--- src/rtl/alu_sequencer.sv ---
// alu_sequencer: IDLE/EXEC/WB sequencer driving an external ALU from a register file.
// Optional macro ALU_SEQ_ILLEGAL_OP_EN: opcodes above 4 are trapped with op_err.
module alu_sequencer #(
  parameter int REG_ADDR_W = 3
) (
  input  logic                  clk,
  input  logic                  reset,
  input  logic                  instr_valid,
  output logic                  instr_ready,
  input  logic [3:0]            instr_op,
  input  logic [REG_ADDR_W-1:0] instr_rd,
  input  logic [REG_ADDR_W-1:0] instr_ra,
  input  logic [REG_ADDR_W-1:0] instr_rb,
  output logic [3:0]            alu_opcode,
  output logic                  alu_exec,
  output logic [31:0]           alu_operand_A,
  output logic [31:0]           alu_operand_B,
  input  logic [31:0]           alu_result,
  output logic                  wb_valid,
  output logic [REG_ADDR_W-1:0] wb_rd,
  output logic [31:0]           wb_data,
  output logic                  op_err,
  input  logic [REG_ADDR_W-1:0] dbg_addr,
  output logic [31:0]           dbg_data
);

  localparam int DEPTH = 2 ** REG_ADDR_W;
  localparam logic [3:0] OP_MAX = 4'd4;

  typedef enum logic [1:0] {
    IDLE,
    EXEC,
    WB
  } state_t;

  state_t state_q, state_d;

  logic [31:0]           regs [DEPTH];
  logic [REG_ADDR_W-1:0] rd_q;
  logic [31:0]           res_q;
  logic                  err_q;
  logic                  illegal;
  logic                  accept;
  logic                  start;
  logic [31:0]           rdat_a;
  logic [31:0]           rdat_b;

  // R0 is hardwired to zero on every read port
  assign rdat_a   = (instr_ra == '0) ? '0 : regs[instr_ra];
  assign rdat_b   = (instr_rb == '0) ? '0 : regs[instr_rb];
  assign dbg_data = (dbg_addr == '0) ? '0 : regs[dbg_addr];

  assign instr_ready = (state_q == IDLE) && !reset && !err_q;
  assign accept      = instr_valid && instr_ready;
  assign start       = accept && !illegal;
  assign op_err      = err_q;
  assign wb_rd       = rd_q;
  assign wb_data     = res_q;

`ifdef ALU_SEQ_ILLEGAL_OP_EN
  assign illegal = (instr_op > OP_MAX);

  // one-cycle trap strobe after accepting an unknown opcode
  always_ff @(posedge clk or posedge reset) begin
    if (reset) begin
      err_q <= 1'b0;
    end else begin
      err_q <= accept && illegal;
    end
  end
`else
  assign illegal = 1'b0;
  assign err_q   = 1'b0;
`endif

  // state register
  always_ff @(posedge clk or posedge reset) begin
    if (reset) begin
      state_q <= IDLE;
    end else begin
      state_q <= state_d;
    end
  end

  // next state and per-state strobes
  always_comb begin
    state_d  = state_q;
    alu_exec = 1'b0;
    wb_valid = 1'b0;
    unique case (state_q)
      IDLE: begin
        if (start) begin
          state_d = EXEC;
        end
      end
      EXEC: begin
        alu_exec = 1'b1;
        state_d  = WB;
      end
      WB: begin
        wb_valid = 1'b1;
        state_d  = IDLE;
      end
      default: begin
        state_d = IDLE;
      end
    endcase
  end

  // instruction latch, operand fetch and result capture
  always_ff @(posedge clk or posedge reset) begin
    if (reset) begin
      alu_opcode    <= '0;
      alu_operand_A <= '0;
      alu_operand_B <= '0;
      rd_q          <= '0;
      res_q         <= '0;
    end else begin
      if (start) begin
        alu_opcode    <= instr_op;
        alu_operand_A <= rdat_a;
        alu_operand_B <= rdat_b;
        rd_q          <= instr_rd;
      end
      if (state_q == EXEC) begin
        res_q <= alu_result;
      end
    end
  end

  // register file; index 0 is never written
  always_ff @(posedge clk or posedge reset) begin
    if (reset) begin
      for (int i = 0; i < DEPTH; i++) begin
        regs[i] <= '0;
      end
    end else if (state_q == WB && rd_q != '0) begin
      regs[rd_q] <= res_q;
    end
  end

endmodule

--- config.mk ---
export PLATFORM = sky130hd
export DESIGN_NAME = alu_sequencer
export DESIGN_NICKNAME = d
export VERILOG_FILES = /design/src/rtl/alu_sequencer.sv
export SDC_FILE = /design/constraint.sdc
export NUM_CORES = 1
export LEC_CHECK = 0
export ABC_AREA = 1
export BUFFER_PORTS_ARGS = -buffer_cell sky130_fd_sc_hd__buf_2
export CAP_MARGIN = 20
export CORE_MARGIN = 2
export CORE_UTILIZATION = 35
export DETAILED_ROUTE_END_ITERATION = 12
export HOLD_SLACK_MARGIN = 0.15
export PLACE_DENSITY = 0.6
export SETUP_SLACK_MARGIN = 0.15
export SYNTH_ARGS = -nofsm -noshare
export SYNTH_HDL_FRONTEND = slang
export SYNTH_SLANG_ARGS = --single-unit
export TNS_END_PERCENT = 20
--- constraint.sdc ---
create_clock -name clk -period 11.3 [get_ports clk]
set_input_delay 0.565 -clock clk [delete_from_list [all_inputs] [get_ports clk]]
set_output_delay 0.565 -clock clk [all_outputs]
set_load 0.1 [all_outputs]
Yosys cells after proc, flatten, opt, wreduce, memory -nomap -nowiden
Index checks and enable logic that the tools add are counted.
{ "word_totals": {"ff_bits": 361, "latchBits": 0, "mem_bits_rw": 0, "rom_bits": 0, "input_bits": 51, "word_cells": 55, "mem_count": 0} }
{ "classes": {"addsub": 0, "n_mul": 0, "div": 0, "order_cmp": 5, "n_eq_ne": 3, "shift": 0, "n_mux": 19, "bitwise_logic": 4, "reduce_logical": 10} }
{ "ops": {"columns": ["cell", "n"], "rows": [
  ["two-way mux 32 bit", 10],
  ["binary-select mux 32 bit (select 3 bit)", 3],
  ["bitwise mux 256 bit", 1],
  ["demux 32 bit (select 3 bit)", 1],
  [">= comparator 4 bit (second input constant)", 4],
  ["inverter 3 -> 4 bit", 4],
  ["zero test 3 bit", 3],
  ["logical AND 1 bit", 4],
  ["less-than comparator 4 x 1 -> 1 bit (second input constant)", 1],
  ["one-hot mux 2 bit (2 select lines)", 1],
  ["nonzero test 3 bit", 1],
  ["== test 2 x 1 -> 1 bit (second input constant)", 1],
  ["== test 2 bit (second input constant)", 1],
  ["zero test 2 bit", 1],
  ["two-way mux 1 bit", 2],
  ["two-way mux 2 bit", 1],
  ["!= test 2 bit (second input constant)", 1],
  ["zero test 1 bit", 1]
]} }

Depth between registers and ports, before layout
Gate-level depths: netlist of run 1.
{ "logic_depth": {"word_depth": 6, "ltp_mapped": 10, "ltp_nobuf": 8} }

Worst setup path after synthesis of run 1
No wires, ideal clock.
{ "synth_path": {"path_kind": "input to output", "from": "in reset", "to": "out instr_ready", "arrival_ps": 9117, "slack_ps": 1618, "cell_stages": 3, "path_cell_list": "inv_1 nand2_1 inv_1"} }
{ "synth_via": {"elab_chain_len": 2} }
{ "synth_rtl": {"columns": ["element", "line", "source"], "rows": [
  ["start, declared", "7", "input logic reset,"],
  ["zero test 1 bit (no line)", null, null],
  ["logical AND 1 bit", "53", "assign instr_ready = (state_q == IDLE) && !reset && !err_q;"],
  ["end, declared", "9", "output logic instr_ready,"]
]} }
No other way between the ends.

Worst setup path after layout of run 1
{ "layout_path": {"from": "in dbg_addr[0]", "to": "out dbg_data[11]"} }
{ "layout_via": {"elab_chain_len": 5, "word_cells_on_any_way": 6} }
{ "layout_rtl": {"columns": ["element", "line", "source"], "rows": [
  ["start, declared", "23", "input logic [REG_ADDR_W-1:0] dbg_addr,"],
  ["inverter 3 -> 4 bit (implied by the code)", "51", "assign dbg_data = (dbg_addr == '0) ? '0 : regs[dbg_addr];"],
  ["binary-select mux 32 bit (select 3 bit)", "51", null],
  ["two-way mux 32 bit (implied by the code) (2 in series)", "51", null],
  ["two-way mux 32 bit *", "51", null],
  ["end, declared", "24", "output logic [31:0] dbg_data"]
]} }
Every way passes the cells marked *; elsewhere a longest branch is shown, timed or not. The select of a mux whose other input is x is not followed.

==> impl_results.md, run 1 <==
- Crit-path max FO: 118
- Avg WL per Cell: 19.42 um
- Clk sinks: 361
- Net Sw Frac: 45.03%
- Syn Inst Count: 2794
- Setup bufs post-CTS: 0
- Syn. warnings: 0
- Crit path required time: 10.74 ns
- Row count: 87
- Final hold vios: 0
- Layout cell share with drive strength beyond 1: 12.92%
- Clock Latency Late Sink: 0.58 ns
- Core Footprint: 56390 um^2
- Gr ovfl total: 0
- Critical path launch point type: input pin
- Hold_buf cts: 2
- CP Launch Point: dbg_addr[0]
- Area growth, synth to finish: 11.66%
- Vias: 18465
- Status: finished, final reports clean
- Starting density of the core: 35.39%
- Max Freq: 235.4 MHz
- Clk_skew: 0.02687 ns
- Buffers on Ports: 188
- FF-to-FF Start: state_q[1]
- Mean Syn Cell Area: 7.142 um^2
- R2r endpoint: alu_operand_A[15]
- Leakage power total: 11.01 nW
- Ranking of synthesized cells by area: dfrtp_1 (45%), nand2_1 (18%), nand3_1 (6.4%)
- Post-route DRC: 0
- WP data arrival: 3.68 ns
- Reg power frac: 37.3%
- Clock buffer depth: 3
- Hold path startpoint: instr_op[2]
- Post-route ant nets: 0
- CTS Buf Count: 44
- Yosys cell types: 28
- Worst Setup End Kind: primary output
- Clock slew at reported path FFs: 0.05 ns
- Tot Pwr: 0.005496 W
- Global placer's final weighted congestion: 0.8222
- Clock network power share: 25.9%
- Antenna violations before repair: 1
- Worst-margin pin slew: 1.071 ns
- Final Max Tran Viols: 0
- Synth top area share: 45.27%
- Post-DP HPWL: 39170 um
- Peak supply drop: 0.1119 mV
- # resized after CTS: 0
- Die H: 242.8 um
- Pre-antenna DRT Iters: 5
- Fin crit period: 4.249 ns
- Register bit total from synthesis: 361
- Seq/Total Area, Yosys: 45.27%
- Top cell type by total area after synthesis: dfrtp_1
- Via density: 5.099
- Routed wire length: 70310 um
- R2R depth: 6
- # IOs: 190
- Worst Setup Path Type: in -> out
- # nets final: 2881
- CTS tree: done
- Pint: 0.003021 W
- Hold depth: 3
- Hold Crit Endpoint: alu_opcode[2]
- Die area: 58940 um^2
- Net Count, Synth: 2845
- H-tree levels: 2
- Logic pwr share: 36.8%
- Final Setup Violations: 0
- Largest net degree at the start of global routing: 119
- DRT iter0 DRCs: 1943
- Setup TNS: 0 ns
- CTS root buffer: clkbuf_16
- Worst hold-check path type: in -> reg
- Mapped Area: 19960 um^2
- Max_cap viols: 0
- Die Wd: 242.8 um
- Global-route wire length before repair: 107500 um
- FF-to-FF setup slack: 8.84 ns
- Final period utilization: 37.60%
- Slew headroom: 28.36%
- Tot GR Track Use: 23.52%
- Vias in the first global route: 17320
- Pwr dens: 246.6 nW/um^2
- Switch Pwr: 0.002474 W
- RSZ-0062 raised after global routing: no
[worst max-delay path by stage]
| stage | slack [ns] | end |
|---|---|---|
| 2_1_floorplan | 0.66 | alu_opcode[0] |
| 3_3_place_gp | 7.08 | dbg_data[16] |
| 3_5_place_dp | 7.04 | dbg_data[11] |
| 4_1_cts | 7.04 | dbg_data[11] |
| 5_1_grt | 6.81 | dbg_data[27] |
| 6_report | 7.05 | dbg_data[11] |
[layout by cell type, fill, tap and decap left out, drive strengths merged]
cell,n
o21ai,395
dlygate4sd3,2
inv,183
or2,21
o211ai,32
buf,216
dfrtp,361
a21oi,97
diode,1
bufinv,1
nand2,986
clkbuf,73
conb,1
nand3,259
nand3b,1
clkinv,8
nor2,227
nor3,1
[cells by family (layout without fill, tap and decap cells)]
| kind of cell | Yosys count | after routing | synth area share [%] |
|---|---|---|---|
| AND/OR/NAND/NOR | 1495 | 1495 | 30.52 |
| AO/OA/AOI/OAI | 524 | 524 | 14.28 |
| buffers and inverters | 413 | 483 | 9.919 |
| flip-flops | 361 | 361 | 45.27 |
| other | 1 | 2 | 0.01879 |
[metrics by stage]
| step | hold slack, ns | instances | area, um^2 | setup slack (ns) | util (%) |
|---|---|---|---|---|---|
| after detailed placement | 0.3605 | 3537 | 20800 | 7.040 | 36.88 |
| after global placement | 0.3598 | 3537 | 20800 | 7.085 | 36.88 |
| after CTS | 0.1526 | 3619 | 22250 | 7.036 | 39.46 |
| after floorplan | 0.4239 | 2794 | 19960 | 0.6615 | - |
| final | 0.1837 | 3621 | 22280 | 7.051 | 39.52 |
| after global routing | 0.1796 | 3620 | 22280 | 6.806 | 39.51 |
[state kept, by name (all words and copies together), names as in the netlist]
signal / flops
state_q: 2
alu_operand_B: 32
wb_data: 32
regs: 256
wb_rd: 3
alu_operand_A: 32
alu_opcode: 4
[cell usage after synthesis]
cell / instances
nand2_1: 978
dfrtp_1: 361
nand3_1: 257
nor2_1: 223
o21ai_0: 192
inv_1: 175
o21ai_1: 164
a21oi_1: 97
clkbuf_1: 84
buf_2: 74
o21ai_2: 39
buf_6: 36
o211ai_1: 32
or2_2: 21
buf_4: 17
buf_1: 16
inv_2: 8
nand2_4: 7
nand3_2: 2
nor2_2: 2
nor2_4: 2
clkbuf_2: 1
clkinv_1: 1
clkinv_2: 1
conb_1: 1
nand2_2: 1
nand3b_1: 1
nor3_4: 1
[cell type report]
cell class              count  area, um^2
diodes                      1       2.502
clock buffers              73        1363
clock inverters             7       71.32
fillers                  6041       34110
inverters                 185       705.7
multi-input cells        2020        8955
flip-flops and latches    361        9034
well taps                 756       945.9
repair buffers            218        1205
[critical path, cell delays in order]
cell and delay (ns):
buf_6 0.65, buf_4 0.78, nor2_1 0.11, nand2_2 0.81, nand2_1 0.12, nor2_1 0.14
buf_2 0.44
[power groups by stage]
stage	Combinational (W)	Clock, W	Sequential, W
floorplan	0.00106	0	0.00257
detailed placement	0.00202	0	0.00205
global placement	0.00200	0	0.00206
global route	0.00222	0.00150	0.00211
CTS	0.00203	0.00145	0.00204
finish	0.00202	0.00142	0.00205
[per-layer routing]
metal | GRT usage [%] | up-vias | wire (um)
met4 | 7.326 | 0 | 2003
li1 | - | 8970 | -
met2 | 35.32 | 744 | 30340
met3 | 3.770 | 123 | 5117
met5 | 0 | - | 0
met1 | 34.58 | 8628 | 32850
Note: power is estimated with default switching activity, not from simulation.
==> inputs of run 2 (changes only) <==
- clock period: 11.3 -> 3.47 ns (I/O delays scaled with it)
==> impl_results.md, run 2 (synthesis gave the netlist of run 1 again) <==
- Fill cells: 5896
- Area of the multi-input gates: 8952 um^2
- Clock Latency Late Sink: 0.58 ns
- Pint: 0.01018 W
- R2R depth: 7
- Setup TNS: 0 ns
- FF-to-FF setup slack: 1.29 ns
- Final Max Tran Viols: 0
- Status: finished, final reports clean
- CTS tree: done
- Pre-antenna DRT Iters: 6
- CTS Buf Count: 45
- Crit-path max FO: 91
- Post-placement cell count: 3548
- Leakage power total: 11.31 nW
- Hold depth: 4
- Net Sw Frac: 44.29%
- Peak supply drop: 0.4454 mV
- Max Freq: 382.2 MHz
- Worst hold-check path type: in -> reg
- Clock buffer depth: 3
- Vias in the first global route: 17506
- Commonest cells after routing, fill and taps aside: nand2_1 (978), dfrtp_1 (361), nand3_1 (257)
- Pwr dens: 795.1 nW/um^2
- DRT iter0 DRCs: 1982
- CTS root buffer: clkbuf_16
- Starting density of the core: 35.39%
- Max reg flops: 256
- Final Util: 40.77%
- Buffers on Ports: 188
- Hold_buf cts: 42
- Via density: 5.072
- Final Setup Violations: 0
- Gr ovfl total: 0
- Final hold vios: 0
- Commonest non-fill, non-tap cell in the layout: nand2_1
- Routed wire length: 70280 um
- Switch Pwr: 0.008096 W
- Tot GR Track Use: 23.75%
- Clock network power share: 27.0%
- # resized after CTS: 0
- Global-route wire length before repair: 109100 um
- Worst-margin pin slew: 1.024 ns
- Reg power frac: 36.6%
- Post-route DRC: 0
- Core Footprint: 56390 um^2
- Die area: 58940 um^2
- # nets final: 2932
- Setup bufs post-CTS: 0
- Largest net degree at the start of global routing: 177
- RSZ-0062 raised after global routing: no
- Worst Setup Path Type: in -> out
- Vias: 18623
- Post-route ant nets: 0
- WP data arrival: 2.44 ns
- Die H: 242.8 um
- Row count: 87
- Area growth, synth to finish: 15.21%
- Hold_ws: 0.1983 ns
- Biggest register: regs
- Fin crit period: 2.616 ns
- Clk sinks: 361
- Crit path required time: 3.30 ns
- Reg area: 9034 um^2
- Die Wd: 242.8 um
- Clock slew at reported path FFs: 0.06 ns
- Worst Setup End Kind: primary output
- Layout cell share with drive strength beyond 1: 13.17%
- Final period utilization: 75.39%
- # IOs: 190
- Avg WL per Cell: 19.14 um
- Ant diodes: 0
- Post-DP HPWL: 40420 um
- H-tree levels: 2
- Logic pwr share: 36.3%
- Clk_skew: 0.01946 ns
- Global placer's final weighted congestion: 0.8285
- Antenna violations before repair: 1
- Slew headroom: 31.70%
- Max_cap viols: 0
- Critical path launch point type: input pin
- Non-Filler Instances: 3672
-- run 2: power groups by stage --
stage | Clock (W) | Combinational (W) | Sequential, W
after global placement | 0 | 0.00655 | 0.00672
final | 0.00494 | 0.00664 | 0.00670
after detailed placement | 0 | 0.00661 | 0.00672
after global routing | 0.00524 | 0.00733 | 0.00688
after CTS | 0.00505 | 0.00666 | 0.00667
after floorplan | 0 | 0.00346 | 0.00836
-- run 2: layout make-up --
class	instances	share of cell area (%)
clock buffers	67	5.790
clock inverters	15	0.9197
inverters	185	3.048
multi-input cells	2020	38.94
flip-flops and latches	361	39.29
well taps	756	4.114
repair buffers	268	7.897
-- run 2: path summary, 6_finish.rpt --
kind | start | endpoint
setup reg to reg | state_q[1] | alu_operand_B[20]
min in group asynchronous | reset | wb_data[19]
hold / removal | instr_ra[1] | alu_operand_A[11]
max in group asynchronous | reset | regs[230]
hold reg to reg | regs[237] | regs[237]
setup / recovery | dbg_addr[0] | dbg_data[30]
-- run 2: per-layer routing --
metal	vias to the layer above	part of all wire (%)	global-route usage (%)
li1	9083	-	-
met1	8664	46	34.06
met2	731	43	35.86
met3	143	7.3	4.600
met4	2	3.3	7.903
met5	-	0.014	0
-- run 2: worst max-delay path: stages --
cell	delay, ns
buf_6	0.55
buf_4	0.58
o21ai_0	0.20
nand3_1	0.10
nand2_1	0.07
nor2_1	0.23
buf_2	0.48
-- run 2: metrics by stage --
| step | power, W | setup WS, ns | cell area, um^2 |
|---|---|---|---|
| 6_report | 0.01828 | 0.8539 | 22990 |
| 5_1_grt | 0.01945 | 0.7274 | 22990 |
| 4_1_cts | 0.01838 | 0.9220 | 22990 |
| 3_5_place_dp | 0.01333 | 0.9245 | 21030 |
| 3_3_place_gp | 0.01327 | 0.9545 | 21030 |
| 2_1_floorplan | 0.01182 | -3.199 | 19960 |
